--- src/rtl/seg7_pkg.sv ---
// Shared constants for the multiplexed seven-segment display controller.
package seg7_pkg;

    // Scan controller states
    localparam logic [1:0] IDLE  = 2'd0;
    localparam logic [1:0] BLANK = 2'd1;
    localparam logic [1:0] SHOW  = 2'd2;

    // All segments off (active-low bus)
    localparam logic [6:0] SEG_BLANK = 7'h7F;

    // Active-low {g,f,e,d,c,b,a} patterns for BCD digits 0..9
    localparam logic [6:0] DIGIT_PATTERNS [10] = '{
        7'b1000000,  // 0
        7'b1111001,  // 1
        7'b0100100,  // 2
        7'b0110000,  // 3
        7'b0011001,  // 4
        7'b0010010,  // 5
        7'b0000010,  // 6
        7'b1111000,  // 7
        7'b0000000,  // 8
        7'b0010000   // 9
    };

endpackage

--- src/rtl/seg7_decode.sv ---
// BCD to active-low seven-segment decoder; non-BCD codes render as blank.
module seg7_decode
    import seg7_pkg::*;
(
    input  logic [3:0] code,
    output logic [6:0] seg_n
);

    // Table lookup for 0..9, everything else dark
    always_comb begin
        seg_n = SEG_BLANK;
        if (code < 4'd10) begin
            seg_n = DIGIT_PATTERNS[code];
        end
    end

endmodule

--- src/rtl/seg7_scan_ctrl.sv ---
// Time-multiplexed scan controller for a shared active-low seven-segment bus.
// Each digit slot starts with a dark blanking interval, and the displayed
// value is swapped only at frame start so a frame never mixes old and new digits.
module seg7_scan_ctrl
    import seg7_pkg::*;
#(
    parameter int NUM_DIGITS   = 4,
    parameter int REFRESH_DIV  = 12500,
    parameter int BLANK_CYCLES = 64
) (
    input  logic                      clk,
    input  logic                      rst,
    input  logic                      enable,
    input  logic                      load,
    input  logic [4*NUM_DIGITS-1:0]   digits_in,
    input  logic                      lz_suppress,
    output logic                      load_ack,
    output logic [6:0]                seg_n,
    output logic [NUM_DIGITS-1:0]     dig_en_n,
    output logic                      frame_done
);

    localparam int CW = $clog2(REFRESH_DIV);
    localparam int IW = $clog2(NUM_DIGITS);
    localparam logic [CW-1:0] CNT_LAST       = CW'(REFRESH_DIV - 1);
    localparam logic [CW-1:0] CNT_BLANK_LAST = CW'(BLANK_CYCLES - 1);
    localparam logic [IW-1:0] IDX_LAST       = IW'(NUM_DIGITS - 1);

    logic [1:0]              state;
    logic [1:0]              state_nx;
    logic [IW-1:0]           idx;
    logic [IW-1:0]           idx_nx;
    logic [CW-1:0]           cnt;
    logic [CW-1:0]           cnt_nx;
    logic                    transfer;
    logic [4*NUM_DIGITS-1:0] pending;
    logic [4*NUM_DIGITS-1:0] active;
    logic                    pending_valid;
    logic [3:0]              nibble_sel;
    logic                    blank_sel;
    logic                    lead_zero;
    logic [6:0]              dec_seg;

    // Next-state logic; transfer marks entry to BLANK of digit 0 (frame start)
    always_comb begin
        state_nx = state;
        idx_nx   = idx;
        cnt_nx   = cnt;
        transfer = 1'b0;
        if (!enable) begin
            state_nx = IDLE;
            idx_nx   = '0;
            cnt_nx   = '0;
        end else begin
            case (state)
                IDLE: begin
                    state_nx = BLANK;
                    idx_nx   = '0;
                    cnt_nx   = '0;
                    transfer = 1'b1;
                end
                BLANK: begin
                    cnt_nx = cnt + CW'(1);
                    if (cnt == CNT_BLANK_LAST) begin
                        state_nx = SHOW;
                    end
                end
                SHOW: begin
                    if (cnt == CNT_LAST) begin
                        state_nx = BLANK;
                        cnt_nx   = '0;
                        if (idx == IDX_LAST) begin
                            idx_nx   = '0;
                            transfer = 1'b1;
                        end else begin
                            idx_nx = idx + IW'(1);
                        end
                    end else begin
                        cnt_nx = cnt + CW'(1);
                    end
                end
                default: begin
                    state_nx = IDLE;
                    idx_nx   = '0;
                    cnt_nx   = '0;
                end
            endcase
        end
    end

    // Scan state, digit index and slot counter
    always_ff @(posedge clk) begin
        if (rst) begin
            state <= IDLE;
            idx   <= '0;
            cnt   <= '0;
        end else begin
            state <= state_nx;
            idx   <= idx_nx;
            cnt   <= cnt_nx;
        end
    end

    // Pending/active digit registers; a load landing on frame start bypasses pending
    always_ff @(posedge clk) begin
        if (rst) begin
            pending       <= '0;
            active        <= '0;
            pending_valid <= 1'b0;
            load_ack      <= 1'b0;
        end else begin
            load_ack <= load;
            if (load) begin
                pending <= digits_in;
            end
            if (transfer) begin
                pending_valid <= 1'b0;
                if (load) begin
                    active <= digits_in;
                end else if (pending_valid) begin
                    active <= pending;
                end
            end else if (load) begin
                pending_valid <= 1'b1;
            end
        end
    end

    // Select the nibble for the upcoming digit and decide leading-zero blanking
    always_comb begin
        nibble_sel = '0;
        blank_sel  = 1'b0;
        lead_zero  = 1'b1;
        for (int i = NUM_DIGITS - 1; i >= 0; i--) begin
            lead_zero = lead_zero && (active[i*4 +: 4] == 4'd0);
            if (idx_nx == IW'(i)) begin
                nibble_sel = active[i*4 +: 4];
                blank_sel  = lz_suppress && lead_zero && (i != 0);
            end
        end
    end

    seg7_decode u_decode (
        .code  (nibble_sel),
        .seg_n (dec_seg)
    );

    // Registered pin drivers, derived from the state being entered
    always_ff @(posedge clk) begin
        if (rst) begin
            seg_n      <= SEG_BLANK;
            dig_en_n   <= '1;
            frame_done <= 1'b0;
        end else begin
            seg_n      <= SEG_BLANK;
            dig_en_n   <= '1;
            frame_done <= 1'b0;
            if (state_nx == SHOW) begin
                seg_n      <= blank_sel ? SEG_BLANK : dec_seg;
                dig_en_n   <= ~(NUM_DIGITS'(1) << idx_nx);
                frame_done <= (idx_nx == IDX_LAST) && (cnt_nx == CNT_LAST);
            end
        end
    end

endmodule
--- config.mk ---
export PLATFORM = sky130hd
export DESIGN_NAME = seg7_scan_ctrl
export DESIGN_NICKNAME = d
export VERILOG_FILES = /design/src/rtl/seg7_pkg.sv /design/src/rtl/seg7_decode.sv /design/src/rtl/seg7_scan_ctrl.sv
export SDC_FILE = /design/constraint.sdc
export NUM_CORES = 1
export LEC_CHECK = 0
export CORE_ASPECT_RATIO = 0.75
export CORE_UTILIZATION = 50
export DETAILED_ROUTE_END_ITERATION = 10
export GPL_TIMING_DRIVEN = 1
export PLACE_DENSITY = 0.69
export SYNTH_ARGS = -nofsm -noshare
export SYNTH_HDL_FRONTEND = slang
export SYNTH_SLANG_ARGS = --single-unit
export TNS_END_PERCENT = 30
--- constraint.sdc ---
create_clock -name clk -period 3.1 [get_ports clk]
set_input_delay 0.465 -clock clk [delete_from_list [all_inputs] [get_ports clk]]
set_output_delay 0.465 -clock clk [all_outputs]
set_load 0.02 [all_outputs]
======== Yosys cells after proc, flatten, opt, wreduce, memory -nomap -nowiden ========
Memory sizes are Yosys's and may differ from the RTL's. A register that Yosys moved wholly into a read port is not among the register bits.
Cells that the tools add are included.
Widths: inputs -> output; s select.
storage, ports and cells
  bits in registers ....................... 57
  ROM bits ................................ 112
  bits of input ports ..................... 21
  output and inout port bits .............. 13
  word-level logic and storage cells ...... 69
  memories ................................ 1
cells by class
  add/subtract/negate cells ............... 2
  order comparisons ....................... 1
  equal/unequal tests ..................... 10
  shift-type cells ........................ 1
  multiplexer cells ....................... 25
  bitwise logic cells ..................... 4
  reductions and logical operators ........ 16
memories
  memory            depth  bits a word  rd ports  clocked after memory_dff  wr ports  line               text
  (name not given)  16     7            1         1                         0         seg7_decode.sv:13  seg_n = DIGIT_PATTERNS[code];
operators by type and width
  kind                   count
  $mux 16                2
  $eq 14x14->1 const B   2
  $mux 14                2
  $pmux 14 s2            1
  $mux 4                 4
  $add 14x1->14 const B  1
  $eq 14x6->1 const B    1
  $logic_not 4->1        3
  $mux 2                 6
  $eq 2x2->1 const B     5
  $mux 1                 7
  $logic_and 1x1->1      6
  $pmux 2 s3             1
  $not 4->5              1
  $eq 2x1->1 const B     2
  $logic_not 2->1        2
  $lt 4x4->1 const B     1
  $not 4->4              1
  $pmux 2 s2             1
  $reduce_or 2->1        2
  $reduce_or 4->1        1
  $shl 1x2->4 const A    1
  $add 2x1->2 const B    1
  $not 1->1              2
  other kinds (3)        3

======== Longest topological paths before layout ========
  word-level depth ........................ 13
  mapped depth ............................ 13
  gate-level depth less buffers ........... 12

======== Modules after synthesis ========
A second synthesis with hierarchy kept.
second synthesis, totals
  cell total of the unflattened synthesis .. 342
  area, all modules ....................... 3206.8 um2
by module, submodules not included
  module          instances  cells each  area each (um2)  seq. area each (um2)
  seg7_scan_ctrl  1          312         3009.1           1281.2
  seg7_decode     1          30          197.7            0.0

======== Worst setup path before layout ========
OpenSTA, ideal clock, no wires.
  path type ............................... reg2reg
  from .................................... register cnt[0]
  to ...................................... register seg_n[3]
  setup time .............................. 144 ps
  arrival ................................. 2477 ps
  data required time ...................... 2956 ps
  path slack .............................. 479 ps
  cell stages (with the launch flop) ...... 14
  buffers on the path ..................... 2
  period minus slack after synthesis ...... 2621 ps
  cell sequence ........................... dfxtp_1 ha_1 nor3b_1 and4_1 buf_6 and3_4 o21a_1 buf_6 mux2i_4 inv_1 ha_1 inv_1 mux2i_1 o211ai_1
on the way
  word-level cells in the longest chain between the ends .. 12
  elaborated cells between the ends (all ways) .. 27
  those cells by class .................... order compare (1); eq/ne (6); mux (15); bitwise (3); reduce/logical (2)
ends and longest elaborated chain
  item                              line                   text
  start, declared                   seg7_scan_ctrl.sv:33   logic [CW-1:0] cnt;
  start signal, assigned            seg7_scan_ctrl.sv:100  cnt <= cnt_nx;
  $eq 14x14->1                      seg7_scan_ctrl.sv:69   if (cnt == CNT_LAST) begin
  $mux 2                            seg7_scan_ctrl.sv:69
  $pmux 2 s2                        seg7_scan_ctrl.sv:55   case (state)
  $mux 2                            seg7_scan_ctrl.sv:50   if (!enable) begin
  $eq 2x2->1                        seg7_scan_ctrl.sv:136  if (idx_nx == IW'(i)) begin
  $mux 4 (4 in series)              seg7_scan_ctrl.sv:136
  $lt 4x4->1                        seg7_decode.sv:12      if (code < 4'd10) begin
  $not 1->1 (no source line)        n/a
  $reduce_or 4->1 (no source line)  n/a
  end, declared                     seg7_scan_ctrl.sv:18   output logic [6:0] seg_n,
Several ways; a longest one is shown, not always the timed one.
A chain may end at the register's enable or synchronous reset.

======== Final worst setup path ========
  from .................................... register cnt[0]
  to ...................................... register seg_n[5]
The elaborated chain is that of the path after synthesis.

==> flow_summary.yaml <==
power:
  powerDensity_nw_per_um2: 530
  p_total_mw: 1.92
  p_leak_nw: 1.33
  ir_drop_mv: 0.444
yosys:
  yosys.area.top_type: "dfxtp_1"
  synth.area.top_cells: "dfxtp_1 43%, mux2i_1 9.5%, nor2_1 7.2%, ha_1 4.6%, a211oi_1 4.1%"
  syn_area_um2: 2960
  seq_area_frac_synth_pct: 43.3
  yosysWarningCount: 0
  postSynthAreaPerCell_um2: 9.65
  syn_nets: 339
  synthCells: 307
  yosysTopAreaCellShare_pct: 43.3
  synth_cell_type_count: 52
  ys_seq_elements: 64
timing:
  finClkSkew_ns: 0.0113
  rsz0062_at_grt: "no"
  slew_violations: 0
  setup_violations: 0
  setup_tns_ns: 0
  post-route-min-period_ns: 2.83
  finalHoldViolCount: 0
  worst_pin_slew_ns: 0.577
  relSlewSlack_pct: 60.5
  fin_crit_sh_pct: 91.2
  max_freq_mhz: 354
route:
  vias_per_cell: 5.26
  drtIter0Drc: 116
  drtPass1Iterations: 4
  drc: 0
  wl_per_cell_um: 13.2
  ant_nets: 0
  vias: 2235
  wl_um: 5620
worst_setup_path:
  arrival_ns: 3.02
  worstPathRequired_ns: 3.29
  cp_cell_sequence: "ha_1 > nor3b_1 > and4_2 > mux2i_4 > mux2i_1 > mux2i_4 > buf_4 > ha_1 > nor2_1 > o311ai_2"
  crit_path_end_kind: "register"
  cpMaxStageDelayCell: "mux2i_4"
  path_buf_inv: 1
  worstSetupPathType: "register to register"
  critical-path-max-stage-delay_ns: 0.42
  crit_fanout: 8
  startpoint_type: "register"
  path_delay_family: "multiplexers"
global_routing:
  grt_max_degree: 40
  grt_overflow_total: 0
  antenna_found_initial: 0
  grt_pass1_vias: 1913
  grt_usage_pct: 19.5
  grt_pass1_wl_um: 9270
cts:
  clk_latency_ns: 0.34
  postCtsSetupBuffers: 0
  htree_num_levels: 3
  cts.sinks: 64
  numCtsBuffers: 9
  cts-root-buf: "clkbuf_8"
  tritoncts: "done"
  cts_buffer_depth: 2
  clkTransAtPathRegs_ns: 0.07
floorplanning:
  pin_count: 34
  core_area_um2: 5530
  die_width_um: 90.9
  die_y_um: 68.7
  die_area_um2: 6240
  rows: 23
  initial_core_util_pct: 53.6
placed_design:
  port_buffers: 33
  routabilityCongestion: 0.842
  dpl.hpwl_um: 4070
  placed_area_um2: 3380
outcome:
  status: "finished, final reports clean"
final_layout:
  antennaDiodeCount: 0
  register_area_um2: 1280
  final_layout_size_suffix_gt1_share_pct: 13.1
  fillers: 483
  fin_util_pct: 65.7
  fin_area_um2: 3630
  fin_nets: 377
  multi_input_area_um2: 1580
  syn_to_final_growth_pct: 22.6
hold_path:
  hp-class: "register to register"
flow_run:
  maxCapViolations: 0
-- synthesized netlist by cell type (all sizes together) --
master	n
xor2	6
nand2	12
and3	2
nor2	57
clkbuf	9
or2	3
and2	4
mux2	2
nor3	2
and4	3
nand3b	2
inv	10
nand4b	1
mux2i	32
a21oi	3
ha	11
nand2b	3
and3b	1
or3	2
nand3	6
a31o	1
o21a	1
o31ai	2
nor3b	2
a2111oi	1
o2111ai	1
buf	5
nand4	4
a21bo	1
and2b	1
a211oi	16
a31oi	1
nor2b	5
a32oi	1
o211ai	6
o311ai	2
nor4	7
dfxtp	64
o21ai	6
xnor2	8
a22oi	1
-- timing repair --
action / 4_1_cts / 5_1_grt
hold buffers: 0 / 0
setup endpoints to repair: 0 / 4
gates resized for setup: 0 / 2
-- sequential cells by signal (all words and copies together) (netlist names) --
name / flops
active: 16
cnt: 14
dig_en_n: 4
frame_done: 1
idx: 2
load_ack: 1
pending: 16
pending_valid: 1
seg_n: 7
state: 2
-- layout make-up --
cell class / count / area share, %
sequential: 64 / 35.3
clock buffer: 10 / 3.79
multi-input combinational: 219 / 43.4
timing repair buffer: 41 / 10.7
inverter: 10 / 1.03
clock inverter: 6 / 3.17
tap: 75 / 2.58
-- cell usage in the layout (no fill, tap or decap), drive strengths merged, types with 7 or more instances in the layout --
| cell | netlist | routed |
|---|---|---|
| inv | 10 | 11 |
| nor4 | 7 | 7 |
| nor2 | 57 | 57 |
| clkdlybuf4s50 | 0 | 33 |
| buf | 5 | 8 |
| ha | 11 | 11 |
| mux2i | 32 | 32 |
| nand2 | 12 | 12 |
| clkbuf | 9 | 10 |
| xnor2 | 8 | 8 |
| a211oi | 16 | 16 |
| dfxtp | 64 | 64 |
-- metal layers --
metal  GRT usage, %  routed length [µm]
met3           7.24                 331
met1           28.5                3030
met5              0                   0
met2           25.9                2200
met4           6.55                  59
-- logic make-up after synthesis --
family,after synthesis,share of synthesized area (%)
mux,34,13.1
flops,64,43.3
xor+xnor,14,4.14
buf+inv,24,3.68
compound gates,43,11.4
simple gates,117,19.7
fa+ha+maj,11,4.65
-- final timing paths --
check / cells after the start / endpoint / from / slack [ns]
hold reg to reg: 2 / pending[6] / pending[6] / 0.49
setup / recovery: 10 / seg_n[5] / cnt[0] / 0.27
setup reg to reg: 10 / seg_n[5] / cnt[0] / 0.27
hold / removal: 2 / pending[6] / pending[6] / 0.49
-- stage by stage --
step,std cells,worst slack (ns),hold slack [ns]
4_1_cts,425,0.164,0.494
5_1_grt,425,0.0514,0.527
3_5_place_dp,409,0.182,0.478
2_1_floorplan,307,0.479,0.445
3_3_place_gp,409,0.299,0.464
6_report,425,0.272,0.491
-- power by group --
group	leakage (nW)	switching, mW	internal, mW
logic	0.686	0.0843	0.0787
clock network	0.123	0.330	0.560
registers	0.523	0.0185	0.853
total	1.33	0.433	1.49
-- worst reg2reg max path, cell delays in order (launching register included) --
cell,delay [ns]
dfxtp_1,0.40
ha_1,0.24
nor3b_1,0.20
and4_2,0.36
mux2i_4,0.42
mux2i_1,0.32
mux2i_4,0.14
buf_4,0.17
ha_1,0.20
nor2_1,0.13
o311ai_2,0.10
No activity file was read; power rests on OpenSTA's default activity.
